`src/rtl/alu_acc_seq.sv`:
```
// Accumulator/sequencer around the combinational 4-bit ALU.
// Owns acc, operand and repeat state plus the command handshake.
module alu_acc_seq #(
    parameter int WIDTH = 4,
    parameter int CNT_W = 4
) (
    input  logic             clk,
    input  logic             rst_n,
    input  logic             cmd_valid,
    output logic             cmd_ready,
    input  logic             cmd_load,
    input  logic [1:0]       cmd_op,
    input  logic [WIDTH-1:0] cmd_y,
    input  logic [CNT_W-1:0] cmd_rep,
    output logic [WIDTH-1:0] alu_x,
    output logic [WIDTH-1:0] alu_y,
    output logic [1:0]       alu_f,
    input  logic [WIDTH-1:0] alu_xy,
    output logic [WIDTH-1:0] acc,
    output logic             acc_zero,
    output logic             done
);

    typedef enum logic [1:0] {
        IDLE = 2'd0,
        EXEC = 2'd1,
        DONE = 2'd2
    } state_e;

    localparam logic [1:0] F_ZERO = 2'd3;

    state_e           state_q, state_d;
    logic [WIDTH-1:0] acc_q, acc_d;
    logic [WIDTH-1:0] y_q, y_d;
    logic [1:0]       op_q, op_d;
    logic [CNT_W-1:0] rem_q, rem_d;
    logic             accept;
    logic             last_pass;

    // Handshake and pass bookkeeping derived from the current state
    always_comb begin
        accept    = 1'b0;
        last_pass = 1'b0;
        accept    = cmd_valid && (state_q == IDLE);
        last_pass = (rem_q == '0);
    end

    // Next-state, datapath update and Moore-style outputs
    always_comb begin
        state_d   = state_q;
        acc_d     = acc_q;
        y_d       = y_q;
        op_d      = op_q;
        rem_d     = rem_q;
        cmd_ready = 1'b0;
        alu_f     = F_ZERO;
        done      = 1'b0;
        unique case (state_q)
            IDLE: begin
                cmd_ready = 1'b1;
                if (accept) begin
                    y_d = cmd_y;
                    if (cmd_load) begin
                        acc_d   = cmd_y;
                        state_d = DONE;
                    end else begin
                        op_d    = cmd_op;
                        rem_d   = cmd_rep;
                        state_d = EXEC;
                    end
                end
            end
            EXEC: begin
                alu_f = op_q;
                acc_d = alu_xy;
                // Stop on zero rather than decrementing, so rem never wraps
                if (last_pass) begin
                    state_d = DONE;
                end else begin
                    rem_d = rem_q - 1'b1;
                end
            end
            DONE: begin
                done    = 1'b1;
                state_d = IDLE;
            end
            default: begin
                state_d = IDLE;
            end
        endcase
    end

    // State and datapath registers, cleared asynchronously
    always_ff @(posedge clk or negedge rst_n) begin
        if (!rst_n) begin
            state_q <= IDLE;
            acc_q   <= '0;
            y_q     <= '0;
            op_q    <= F_ZERO;
            rem_q   <= '0;
        end else begin
            state_q <= state_d;
            acc_q   <= acc_d;
            y_q     <= y_d;
            op_q    <= op_d;
            rem_q   <= rem_d;
        end
    end

    // ALU operand buses and accumulator observation
    always_comb begin
        alu_x    = acc_q;
        alu_y    = y_q;
        acc      = acc_q;
        acc_zero = (acc_q == '0);
    end

endmodule

```
`config.mk`:
```
export PLATFORM = sky130hd
export DESIGN_NAME = alu_acc_seq
export DESIGN_NICKNAME = d
export VERILOG_FILES = /design/src/rtl/alu_acc_seq.sv
export SDC_FILE = /design/constraint.sdc
export NUM_CORES = 1
export LEC_CHECK = 0
export BUFFER_PORTS_ARGS = -buffer_cell sky130_fd_sc_hd__buf_2
export CAP_MARGIN = 20
export CELL_PAD_IN_SITES_DETAIL_PLACEMENT = 0
export CELL_PAD_IN_SITES_GLOBAL_PLACEMENT = 1
export CORE_UTILIZATION = 37
export DETAILED_ROUTE_END_ITERATION = 12
export GPL_ROUTABILITY_DRIVEN = 0
export PLACE_DENSITY = 0.9
export SLEW_MARGIN = 10
export SYNTH_ARGS = -nofsm -noshare
export SYNTH_HDL_FRONTEND = slang
export SYNTH_SLANG_ARGS = --single-unit
```
`constraint.sdc`:
```
create_clock -name clk -period 4.2 [get_ports clk]
set_clock_uncertainty 0.2 [all_clocks]
set_input_delay 0.63 -clock clk [delete_from_list [all_inputs] [get_ports clk]]
set_output_delay 0.63 -clock clk [all_outputs]
set_load 0.01 [all_outputs]
```
# Word level (Yosys, flattened, before mapping)
# Index checks and enable logic that the tools add are counted.
[totals]
wordCells = 38
output_inout_bits = 17
ff_bits = 16
inputBits = 18
[op_classes]
addsub = 1
mux = 14
n_eq_ne = 7
n_bitwise = 1
n_reduce_logical = 10
[ops]
columns = ["cell", "n"]
rows = [
  ["two-way mux 4 bit", 5],
  ["one-hot mux 4 bit (2 select lines)", 2],
  ["!= test 2 bit (second input constant)", 5],
  ["zero test 4 bit", 2],
  ["two-way mux 2 bit", 4],
  ["AND reduction 3 bit", 2],
  ["one-hot mux 2 bit (2 select lines)", 1],
  ["AND reduction 2 bit", 2],
  ["AND reduction 4 bit", 1],
  ["subtractor 4 x 1 -> 4 bit (second input constant)", 1],
  ["equality test 2 x 1 -> 1 bit (second input constant)", 1],
  ["equality test 2 bit (second input constant)", 1],
  ["zero test 2 bit", 1],
  ["two-way mux 1 bit", 2],
  ["nonzero test 2 bit", 1],
  ["logical AND 1 bit", 1],
  ["NOT 1 bit", 1],
]

# Depth between registers and ports, before layout
[logic_depth]
word_depth = 4
mapped_depth = 5
depth_no_buf = 5

# Worst setup path before layout
# Ideal clock, no wire load.
[synth_timing]
path_kind = "input to register"
from = "in cmd_load"
to = "reg rem_q[1]"
stages = 4
n_path_buf = 1
setup_ns = 0.119
required_ns = 3.881
arrival_time_ns = 1.534
setup_slack_ns = 2.347
cell_sequence = "or4b_1 > buf_2 > o32ai_1 > o21ba_1"
[synth_between]
elab_chain_len = 2
[synth_lines]
columns = ["element", "line_no", "source"]
rows = [
  ["start: declaration", "11", "input logic cmd_load,"],
  ["!= test 2 bit (no line)", "-", ""],
  ["AND reduction 4 bit (no line)", "-", ""],
  ["end signal: assignment", "106", "rem_q <= rem_d;"],
  ["end: declaration", "36", "logic [CNT_W-1:0] rem_q, rem_d;"],
]
# Every way passes these cells.
# A chain may end at the register's enable or synchronous reset.

# Final worst setup path
[layout_timing]
from = "reg state_q[0]"
to = "out alu_f[0]"
[layout_between]
elab_chain_len = 2
[layout_lines]
columns = ["element", "line_no", "source"]
rows = [
  ["start: declaration", "32", "state_e state_q, state_d;"],
  ["start signal: assignment", "102", "state_q <= state_d;"],
  ["equality test 2 x 1 -> 1 bit", "58", "unique case (state_q)"],
  ["two-way mux 2 bit", "58", ""],
  ["end: declaration", "17", "output logic [1:0] alu_f,"],
]
# Every way passes these cells.

==> reports/results.txt <==
Slew Limit Fails = 0
Post-synth EDFFs = 0
Max Fclk = 402.1 MHz
Setup-failing EPs final = 0
Cells after Synth = 79
CP endpoint kind = primary output
Share of cells above drive strength 1 = 0.4167
Number of buffers added on ports = 34
Fin Hold WS = 0.03916 ns
RR Endpoint = acc[3]
Pwr dens = 728.8 nW/um2
Worst Reg2Reg Path Length in Cells = 3
Hold buffers post-CTS = 0
Relative slew slack = 0.5718
FF-to-FF Start = state_q[0]
First-pass detailed-route iteration total = 8
Clk Tree Root Cell = clkbuf_4
CP Class = reg -> out
CTS buffer count = 3
Period utilisation layout = 0.5921
Largest net degree at the start of global routing = 17
R2R Setup Slk = 2.13 ns
Worst skew pair latency = 0.28 ns
Row count = 17
Hold Vio Cnt, Final = 0
Critical path cell sequence = nor2b_1, nand2b_1, buf_2
Clock Pin Slew Worst Setup and Hold Paths = 0.09 ns
Avg Inst Size Synth = 10.98 um2
Dominant cells by area after synthesis = dfrtp_1 40%, mux2_1 10%, dfstp_2 6.1%
Yosys top cell by area = dfrtp_1
Final #Nets = 128
Dpl hpwl = 1.344 mm
Final worst slack = 1.713 ns
Via density = 4.993
Synth Net Count = 98
CP peak stage delay = 0.55 ns
Peak supply drop = 298.2 uV
Die area = 2541 um2
Pre-CTS setup slack = 2.038 ns
Fin cells = 136
Yosys cell types = 29
Critical Path Fanout Max = 11
Area Growth Syn to Fin = 20.49%
CTS Sinks = 16
Failing checks = DRC
Status = finished with violations
Asr flop ratio synth = 1.000
DRC Markers = 2
Critical Path AT = 1.66 ns
Routed WL = 1.713 mm
Post-CTS setup buffer count = 0
GRT Util Overall = 0.1587
RSZ-0062 raised after global routing = no
Placed insts = 132
Syn. warnings = 0
HP Class = in -> async
Post-route minimum period = 2.487 ns
Routed WL per cell = 12.60 um
DR vias = 679
Antenna-violating nets left = 0
Die width = 50.41 um
Total grt overflow = 0
Starting Density = 0.3920
Sum Neg Setup Slack = 0 ns
Initial antenna violation count = 0
Die height = 50.41 um
Diodes inserted = 0
CP Launch Type = register
Critical Path RT = 3.37 ns
First-pass GRT wire length = 2.932 mm
CTS max path bufs = 2
Register area share after synthesis = 0.4646
Post-CTS sizing = 0
Max_cap viols = 0
Crit-path slowest cell = dfrtp_1
Worst-Margin Slew = 0.6409 ns
Detailed Route Iter0 Violations = 12
Vias in the first global route = 689
Most common flop cell mapped by yosys = dfrtp_1
Post-synthesis register bit count = 16
CTS tree = built
Synth top area share = 0.4040
H-tree levels = 1
Leakage = 0.4994 nW
Area of the core = 2212 um2
# IOs = 35
Synth Cell Area = 867.1 um2
[area by class of cell]
type | instances | area, um2
fill | 230 | 1167
sequential | 16 | 402.9
multi-input combinational | 50 | 385.4
timing repair buffer | 34 | 170.2
clock buffer | 4 | 36.28
tap | 28 | 35.03
inverter | 4 | 15.01
[stage by stage]
step	power, mW	cell area, um2	util
3_3_place_gp	0.6567	1008	0.4559
3_5_place_dp	0.6695	1008	0.4559
6_report	0.7614	1045	0.4723
4_1_cts	0.7706	1045	0.4723
2_1_floorplan	0.5819	867.1	-
5_1_grt	0.8243	1045	0.4723
[worst max-delay path by stage]
stage / start / end / slack [ns] / cells past startpoint
2_1_floorplan: cmd_load / rem_q[1] / 2.35 / 4
3_3_place_gp: state_q[0] / alu_f[1] / 2.10 / 3
3_5_place_dp: state_q[0] / alu_f[0] / 2.04 / 3
4_1_cts: state_q[0] / alu_f[0] / 1.70 / 3
5_1_grt: state_q[0] / alu_f[0] / 1.55 / 3
6_report: state_q[0] / alu_f[0] / 1.71 / 3
[synth_stat cells, types with 2 or more instances]
master	n
nor2b_1	2
nor4_1	3
buf_4	5
mux2_1	8
dfrtp_1	14
buf_2	3
inv_1	4
nor2_1	3
o32ai_1	2
a22o_1	2
mux2_2	4
dfstp_2	2
nand2b_1	4
nand2_1	8
[registers in the layout, indices dropped and copies added (netlist names)]
signal,count
alu_y,4
acc,4
rem_q,4
state_q,2
op_q,2
[placed cells by master (no fill, tap or decap), drive strengths merged, types with 2 or more instances in the layout]
cell / instances
nand2b: 4
clkbuf: 4
nor2: 3
inv: 4
nor2b: 2
buf: 34
a22o: 2
nand2: 8
dfrtp: 14
mux2: 12
dfstp: 2
nor4: 3
o32ai: 2
[per-layer routing]
layer,GRT usage,vias up,routed length (um),share of wire
met4,0.09259,0,21,0.012
met5,0,-,0,0
met3,0.05455,2,76,0.044
met1,0.1776,323,729,0.43
li1,-,338,-,-
met2,0.2600,16,885,0.52
[critical path: cells and delay by family, from the launching register on]
kind                   cells  cell delay (ns)
DFF                        1             0.55
buffers and inverters      1             0.16
and+or+nand+nor            2             0.67
[cells by family (layout without fill, tap and decap cells)]
family	count (synthesis)	after routing	share of synthesized area
buffers and inverters	13	42	0.09090
multiplexers	12	12	0.1558
AND/OR/NAND/NOR	26	26	0.1717
adder cells (fa/ha/maj)	1	1	0.01443
flip-flops	16	16	0.4647
AO/OA/AOI/OAI	11	11	0.1025
[where the power goes]
part           total [mW]  switching [mW]  internal (mW)
sequential          0.309          0.0723          0.237
clock              0.0991          0.0464         0.0527
combinational       0.353           0.176          0.178
Note: power is estimated with default switching activity, not from simulation.
